**config.mk**
```make
export PLATFORM = sky130hd
export DESIGN_NAME = hs_pack_flat
export DESIGN_NICKNAME = d
export VERILOG_FILES = /design/src/rtl/hs_pack_if.sv /design/src/rtl/hs_pack.sv /design/src/flat_wrapper.sv
export SDC_FILE = /design/constraint.sdc
export NUM_CORES = 1
export LEC_CHECK = 0
export CAP_MARGIN = 25
export CORE_MARGIN = 2
export CORE_UTILIZATION = 33
export DETAILED_ROUTE_END_ITERATION = 12
export GPL_TIMING_DRIVEN = 0
export PLACE_DENSITY = 0.53
export SYNTH_ARGS = -nofsm -noshare
export SYNTH_HDL_FRONTEND = slang
export SYNTH_SLANG_ARGS = --single-unit
```
**constraint.sdc**
```tcl
create_clock -name clk -period 2 [get_ports clk]
set_clock_uncertainty 0.05 [all_clocks]
set_input_delay 0.6 -clock clk [delete_from_list [all_inputs] [get_ports clk]]
set_output_delay 0.6 -clock clk [all_outputs]
set_load 0.02 [all_outputs]
```
**src/rtl/hs_pack_if.sv**
```systemverilog
// Valid/ready bundle for hs_pack: narrow beat side (valid_in/data_in/last_in/ready_in)
// and wide word side (valid_out/data_out/cnt_out/last_out/ready_out).
interface hs_pack_if #(
  parameter int DATA_WD = 32,
  parameter int RATIO   = 4
);
  localparam int CNT_WD = $clog2(RATIO) + 1;

  logic                       valid_in;
  logic [DATA_WD-1:0]         data_in;
  logic                       last_in;
  logic                       ready_in;
  logic                       valid_out;
  logic [DATA_WD*RATIO-1:0]   data_out;
  logic [CNT_WD-1:0]          cnt_out;
  logic                       last_out;
  logic                       ready_out;

  modport slave (
    input  valid_in, data_in, last_in, ready_out,
    output ready_in, valid_out, data_out, cnt_out, last_out
  );

  modport master (
    output valid_in, data_in, last_in, ready_out,
    input  ready_in, valid_out, data_out, cnt_out, last_out
  );
endinterface

```
**src/rtl/hs_pack.sv**
```systemverilog
// Packs RATIO narrow beats into one registered wide word (first beat in lane 0).
// `HS_PACK_LAST_EN enables early flush on last_in with zero-filled upper lanes.
module hs_pack #(
  parameter int DATA_WD = 32,
  parameter int RATIO   = 4
) (
  input  logic      clk,
  input  logic      rst,
  hs_pack_if.slave  bus
);
  localparam int CNT_WD = $clog2(RATIO) + 1;
  localparam int IDX_WD = $clog2(RATIO);
  localparam int ACC_WD = DATA_WD * (RATIO - 1);
  localparam int OUT_WD = DATA_WD * RATIO;
  localparam logic [IDX_WD-1:0] IDX_MAX = IDX_WD'(RATIO - 1);

  logic [IDX_WD-1:0] idx_r, idx_nxt_s;
  logic [ACC_WD-1:0] acc_r, acc_nxt_s;
  logic [OUT_WD-1:0] data_r, data_nxt_s;
  logic [CNT_WD-1:0] cnt_r, cnt_nxt_s;
  logic              last_r, last_nxt_s;
  logic              valid_r, valid_nxt_s;
  logic              ready_in_s, fire_in_s, fire_out_s, done_s, flush_s;

`ifdef HS_PACK_LAST_EN
  // Lanes below idx come from the accumulator, lane idx is the beat, lanes above are zero.
  function automatic logic [OUT_WD-1:0] pack_word(
    input logic [ACC_WD-1:0]  acc,
    input logic [DATA_WD-1:0] beat,
    input logic [IDX_WD-1:0]  idx
  );
    logic [OUT_WD-1:0] w;
    w = '0;
    for (int k = 0; k < RATIO - 1; k++) begin
      if (IDX_WD'(k) == idx) begin
        w[k*DATA_WD +: DATA_WD] = beat;
      end else if (IDX_WD'(k) < idx) begin
        w[k*DATA_WD +: DATA_WD] = acc[k*DATA_WD +: DATA_WD];
      end else begin
        w[k*DATA_WD +: DATA_WD] = '0;
      end
    end
    if (idx == IDX_MAX) begin
      w[(RATIO-1)*DATA_WD +: DATA_WD] = beat;
    end else begin
      w[(RATIO-1)*DATA_WD +: DATA_WD] = '0;
    end
    return w;
  endfunction

  assign flush_s = bus.last_in;
`else
  logic unused_last_s;
  assign unused_last_s = bus.last_in;
  assign flush_s       = 1'b0;
`endif

  assign ready_in_s = !valid_r || bus.ready_out;
  assign fire_in_s  = bus.valid_in && ready_in_s;
  assign fire_out_s = valid_r && bus.ready_out;
  assign done_s     = fire_in_s && ((idx_r == IDX_MAX) || flush_s);

  // Next-state for the lane index, accumulator and output word register.
  always_comb begin
    idx_nxt_s   = idx_r;
    acc_nxt_s   = acc_r;
    data_nxt_s  = data_r;
    cnt_nxt_s   = cnt_r;
    last_nxt_s  = last_r;
    valid_nxt_s = valid_r;

    if (done_s) begin
`ifdef HS_PACK_LAST_EN
      data_nxt_s = pack_word(acc_r, bus.data_in, idx_r);
      cnt_nxt_s  = CNT_WD'(idx_r) + CNT_WD'(1);
      last_nxt_s = flush_s;
`else
      data_nxt_s = {bus.data_in, acc_r};
      cnt_nxt_s  = CNT_WD'(RATIO);
      last_nxt_s = 1'b0;
`endif
      valid_nxt_s = 1'b1;
    end else if (fire_out_s) begin
      valid_nxt_s = 1'b0;
    end else begin
      valid_nxt_s = valid_r;
    end

    if (done_s) begin
      idx_nxt_s = '0;
      acc_nxt_s = '0;
    end else if (fire_in_s) begin
      idx_nxt_s = idx_r + IDX_WD'(1);
      for (int k = 0; k < RATIO - 1; k++) begin
        if (IDX_WD'(k) == idx_r) begin
          acc_nxt_s[k*DATA_WD +: DATA_WD] = bus.data_in;
        end else begin
          acc_nxt_s[k*DATA_WD +: DATA_WD] = acc_r[k*DATA_WD +: DATA_WD];
        end
      end
    end else begin
      idx_nxt_s = idx_r;
      acc_nxt_s = acc_r;
    end
  end

  // State registers with synchronous reset; a pending word is dropped on reset.
  always_ff @(posedge clk) begin
    if (rst) begin
      idx_r   <= '0;
      acc_r   <= '0;
      data_r  <= '0;
      cnt_r   <= '0;
      last_r  <= 1'b0;
      valid_r <= 1'b0;
    end else begin
      idx_r   <= idx_nxt_s;
      acc_r   <= acc_nxt_s;
      data_r  <= data_nxt_s;
      cnt_r   <= cnt_nxt_s;
      last_r  <= last_nxt_s;
      valid_r <= valid_nxt_s;
    end
  end

  assign bus.ready_in  = ready_in_s;
  assign bus.valid_out = valid_r;
  assign bus.data_out  = data_r;
  assign bus.cnt_out   = cnt_r;
  assign bus.last_out  = last_r;
endmodule

```
**src/flat_wrapper.sv**
```systemverilog
// flat-port wrapper written by rule: the top's interface ports become plain ports
module hs_pack_flat 
#(
  parameter int DATA_WD = 32,
  parameter int RATIO   = 4
)
  (clk, rst, bus_valid_in, bus_data_in, bus_last_in, bus_ready_out, bus_ready_in, bus_valid_out, bus_data_out, bus_cnt_out, bus_last_out);
  hs_pack_if #(.DATA_WD(DATA_WD), .RATIO(RATIO)) bus_i ();
  input  logic clk;
  input  logic rst;
  input wire logic [$bits(bus_i.valid_in)-1:0] bus_valid_in;
  input wire logic [$bits(bus_i.data_in)-1:0] bus_data_in;
  input wire logic [$bits(bus_i.last_in)-1:0] bus_last_in;
  input wire logic [$bits(bus_i.ready_out)-1:0] bus_ready_out;
  output wire logic [$bits(bus_i.ready_in)-1:0] bus_ready_in;
  output wire logic [$bits(bus_i.valid_out)-1:0] bus_valid_out;
  output wire logic [$bits(bus_i.data_out)-1:0] bus_data_out;
  output wire logic [$bits(bus_i.cnt_out)-1:0] bus_cnt_out;
  output wire logic [$bits(bus_i.last_out)-1:0] bus_last_out;
  assign bus_i.valid_in = bus_valid_in;
  assign bus_i.data_in = bus_data_in;
  assign bus_i.last_in = bus_last_in;
  assign bus_i.ready_out = bus_ready_out;
  assign bus_ready_in = bus_i.ready_in;
  assign bus_valid_out = bus_i.valid_out;
  assign bus_data_out = bus_i.data_out;
  assign bus_cnt_out = bus_i.cnt_out;
  assign bus_last_out = bus_i.last_out;
  hs_pack #(.DATA_WD(DATA_WD), .RATIO(RATIO)) u_core (.clk(clk), .rst(rst), .bus(bus_i));
endmodule
```
==> results <==
- The run finished with clean final reports.
- In the final routed layout, each cell accounts on average for ~18 um.
- Setup violations remaining at the end of the flow were counted as 0.
- In this run the horizontal extent of the chip is about 180 um.
- The number of buffers added by the clock tree synthesis step is 26.
- The net count of the finished layout is roughly 1,300.
- The floorplan has 62 rows.
- The final hold violation count is 0.
- In this run the vertical extent of the chip is approximately 180 um.
- The worst hold path belongs to the class reg -> reg.
- In this run the static leakage power is about 4.7 nW.
- Entering global routing, the biggest net connects 19 pins.
- Among cell families on the critical path, the largest total delay comes from buffers and inverters.
- Across all layers, the routed design uses between 7,000 and 8,000 vias.
- The overall global routing resource usage is 19.4%.
- The clock latency reported for the late side of the worst-skew pair is about 0.53 ns.
- Buffers inserted to repair hold after CTS numbered 0.
- The number of vias per cell after detailed routing is between 4 and 5.
- The worst stage delay on the critical path is about 0.33 ns.
- The cell count after synthesis is about 1,000.
- The first-pass GRT wire length is approximately 46,000 um.
- TritonCTS built the clock tree.
- After clock tree synthesis, the clock-pin slew on the worst setup and hold paths is ~0.060 ns.
- For this run, the register share of the synthesized area comes to between 40 and 50%.
- The first TritonRoute pass finished after 5 iterations.
- Based on the critical path, the design can be clocked at up to slightly above 0.5 GHz.
- The largest area contributor in the netlist is dfxtp_1.
- Dividing the final minimum period by the clock period gives between 90% and 100%.
- The number of clock sinks seen by CTS is between 200 and 250.
- Routed signal wires occupy layers up through met5.
- The initial utilization of the core area, before any placement, comes to ~34%.
- Among all stages on the critical path, the largest delay is contributed by dfxtp_2.
- The standard cell core area is between 0.02 and 0.03 mm2.
- The via count of the first global-routing pass is just under 8,000.
- The number of buffers and inverters on the critical path is 2.
- The distinct cell type count of the synthesized netlist is 20.
- The wire length on met3 is about 1600 um.
- The total negative slack is 0 ns.
- The clock tree buffer depth is 3.
- Summed over all nets, the half-perimeter wirelength after detailed placement is between 20,000 and 25,000 um.
- The worst endpoint data arrival time is ~1.3 ns.
- At the pin with the least slew margin, the transition time is roughly 0.76 ns.
- The congestion estimate from routability-driven global placement came to 0.842.
- The mean instance size in the synthesized netlist is between 9 and 10 um2.
- For this run, the number of Yosys warnings is 0.
- The highest ir drop seen on vdd is 531 uV.
- The area added between synthesis and finish is 30.4%.
- The start-to-end type of the worst setup path is reg -> out.
- The diode insertion count for antenna repair is 0.
- The worst setup path is launched from a flip-flop.
- Sorting the synthesized cells by area gives the leading types as dfxtp_1 47%, nand2b_1 17%, mux2i_1 13%, a21oi_1 5.2%, nand3_1 5.1%.
- Data on the critical path is required at its endpoint by around 1.4 ns.
- The final period demand of the worst path is about 2.0 ns.
- Setup repair after global routing left no endpoint under its margin.
- The first routing iteration left about 380 violations.
- For this run, design rule violations remaining after detail routing come to 0.
- The post-route antenna net violation count is 0.
- The worst pin sits at a relative slew slack of 49.5%.
- Cells with a size suffix above 1 make up under 10% of the layout.
- In the layout the commonest cells are 256 x nand2b_1, 227 x dfxtp_1, 131 x dlygate4sd2_1, 128 x mux2i_1, 100 x a21oi_1.
- The total power of the final layout is 0.0106 W.
- After detailed routing, the wire length on met1 is 13,700 um.
- For this design the ratio of total power to cell area is 842 mW/mm2.
- Walking the worst path, the cells encountered are buf_4 -> dlygate4sd2_1.
- Along the worst path, the maximum fanout reaches 2.
- Buffers placed on the I/O ports in this run total 165.
- The type of destination of the critical path is a primary output.
- Summed over all layers, the global routing overflow is 0.
- The synthesized design contains about 230 register bits.
- The total length of routed met2 wires is approximately 14,000 um.
- The library cell used most frequently in the layout, excluding fill and tap cells, is nand2b_1.
- The top cell type by area accounts for 47.2% of the synthesized area.
- The number of antenna violations at the first check in global routing came to 1.
- The number of levels the H-tree was split into is 1.
- The die area is 0.0307 mm2.
- The cell area after synthesis is approximately 0.0097 mm2.
- Across the run, the number of max-cap violations was 0.
- The final layout contains routed wiring with a total length of approximately 30,000 um.
- Clock tree synthesis selected as its root buffer the cell clkbuf_16.
- In this run the count of I/O pins placed on the die edge is ~170.
- The final number of max-transition violations was 0.
==> kinds of logic (layout without fill, tap and decap cells) <==
logic type | after synthesis | in the layout | share of synthesized area [%]
and+or+nand+nor | 363 | 363 | 22.2
other | 1 | 3 | 0.0388
DFF | 228 | 228 | 47.2
buffers and inverters | 107 | 320 | 6.46
AOI/OAI and AO/OA | 199 | 199 | 10.3
adders and majority gates | 4 | 4 | 0.518
muxes | 128 | 128 | 13.2
==> worst reg2reg max path, stage by stage, from the launching register on <==
cell,delay [ns]
dfxtp_2,0.33
nor2b_4,0.19
buf_4,0.23
buf_2,0.25
clkbuf_1,0.39
o21ai_0,0.16
a21oi_1,0.16
==> layout make-up <==
class                      instances  area, um2
buffer                            99        589
clock buffer                      35        746
clock inverter                    13        195
fill                            2912      16200
inverter                           5       21.3
multi-input combinational        697       4490
sequential                       228       4570
tap                              384        480
timing repair buffer             168       1520
==> state kept, by name, indices dropped and copies added (netlist names) <==
register,flops
u_core.bus.data_out,128
u_core.bus.valid_out,1
u_core.acc_r,96
u_core.bus.cnt_out,1
u_core.idx_r,2
==> power breakdown <==
group	internal [W]	switching [W]
Combinational	0.000294	0.000423
Sequential	0.00463	0.0000504
Clock	0.00325	0.00196
==> per-stage QoR <==
step | utilization [%] | hold WS [ns] | area, um2 | setup slack (ns) | std cells
final | 43.8 | 0.409 | 12600 | 0.0384 | 1629
after global placement | 41.0 | 0.392 | 11800 | -1.29 | 1581
after CTS | 43.9 | 0.413 | 12600 | -0.0816 | 1630
after detailed placement | 41.0 | 0.401 | 11800 | -1.25 | 1581
after floorplan | - | 0.398 | 9680 | 0.151 | 1032
after global routing | 43.8 | 0.433 | 12600 | 0.0113 | 1629
==> synth_stat cells <==
library cell,instances
a21oi_1,100
a31o_2,1
and2_1,3
and3_4,1
buf_2,13
buf_4,4
buf_6,9
buf_8,11
clkbuf_1,65
conb_1,1
dfxtp_1,228
ha_1,4
inv_1,4
inv_2,1
mux2i_1,128
nand2_1,3
nand2b_1,256
nand3_1,99
nor2b_2,1
o21ai_0,98
==> path summary, 6_finish.rpt <==
path	from	endpoint	slack (ns)	depth (start not counted)
hold / removal	u_core.bus.cnt_out[2]	u_core.bus.cnt_out[2]	0.41	2
hold reg to reg	u_core.bus.cnt_out[2]	u_core.bus.cnt_out[2]	0.41	2
setup reg to reg	u_core.bus.valid_out	u_core.acc_r[90]	0.15	6
setup / recovery	u_core.bus.valid_out	bus_valid_out	0.04	2
==> what timing repair did <==
| action | 4_1_cts | 5_1_grt |
|---|---|---|
| pin swaps | 0 | 0 |
| gates resized for setup | 146 | 6 |
| buffers inserted | 2 | 1 |
| setup endpoints to repair | 136 | 18 |
==> routing by layer <==
metal,global-route usage [%],vias up
met4,4.58,2
met1,25.7,3691
met3,3.92,41
met2,32.4,193
li1,-,3867
met5,0,-
(Power assumes the default switching activity.)
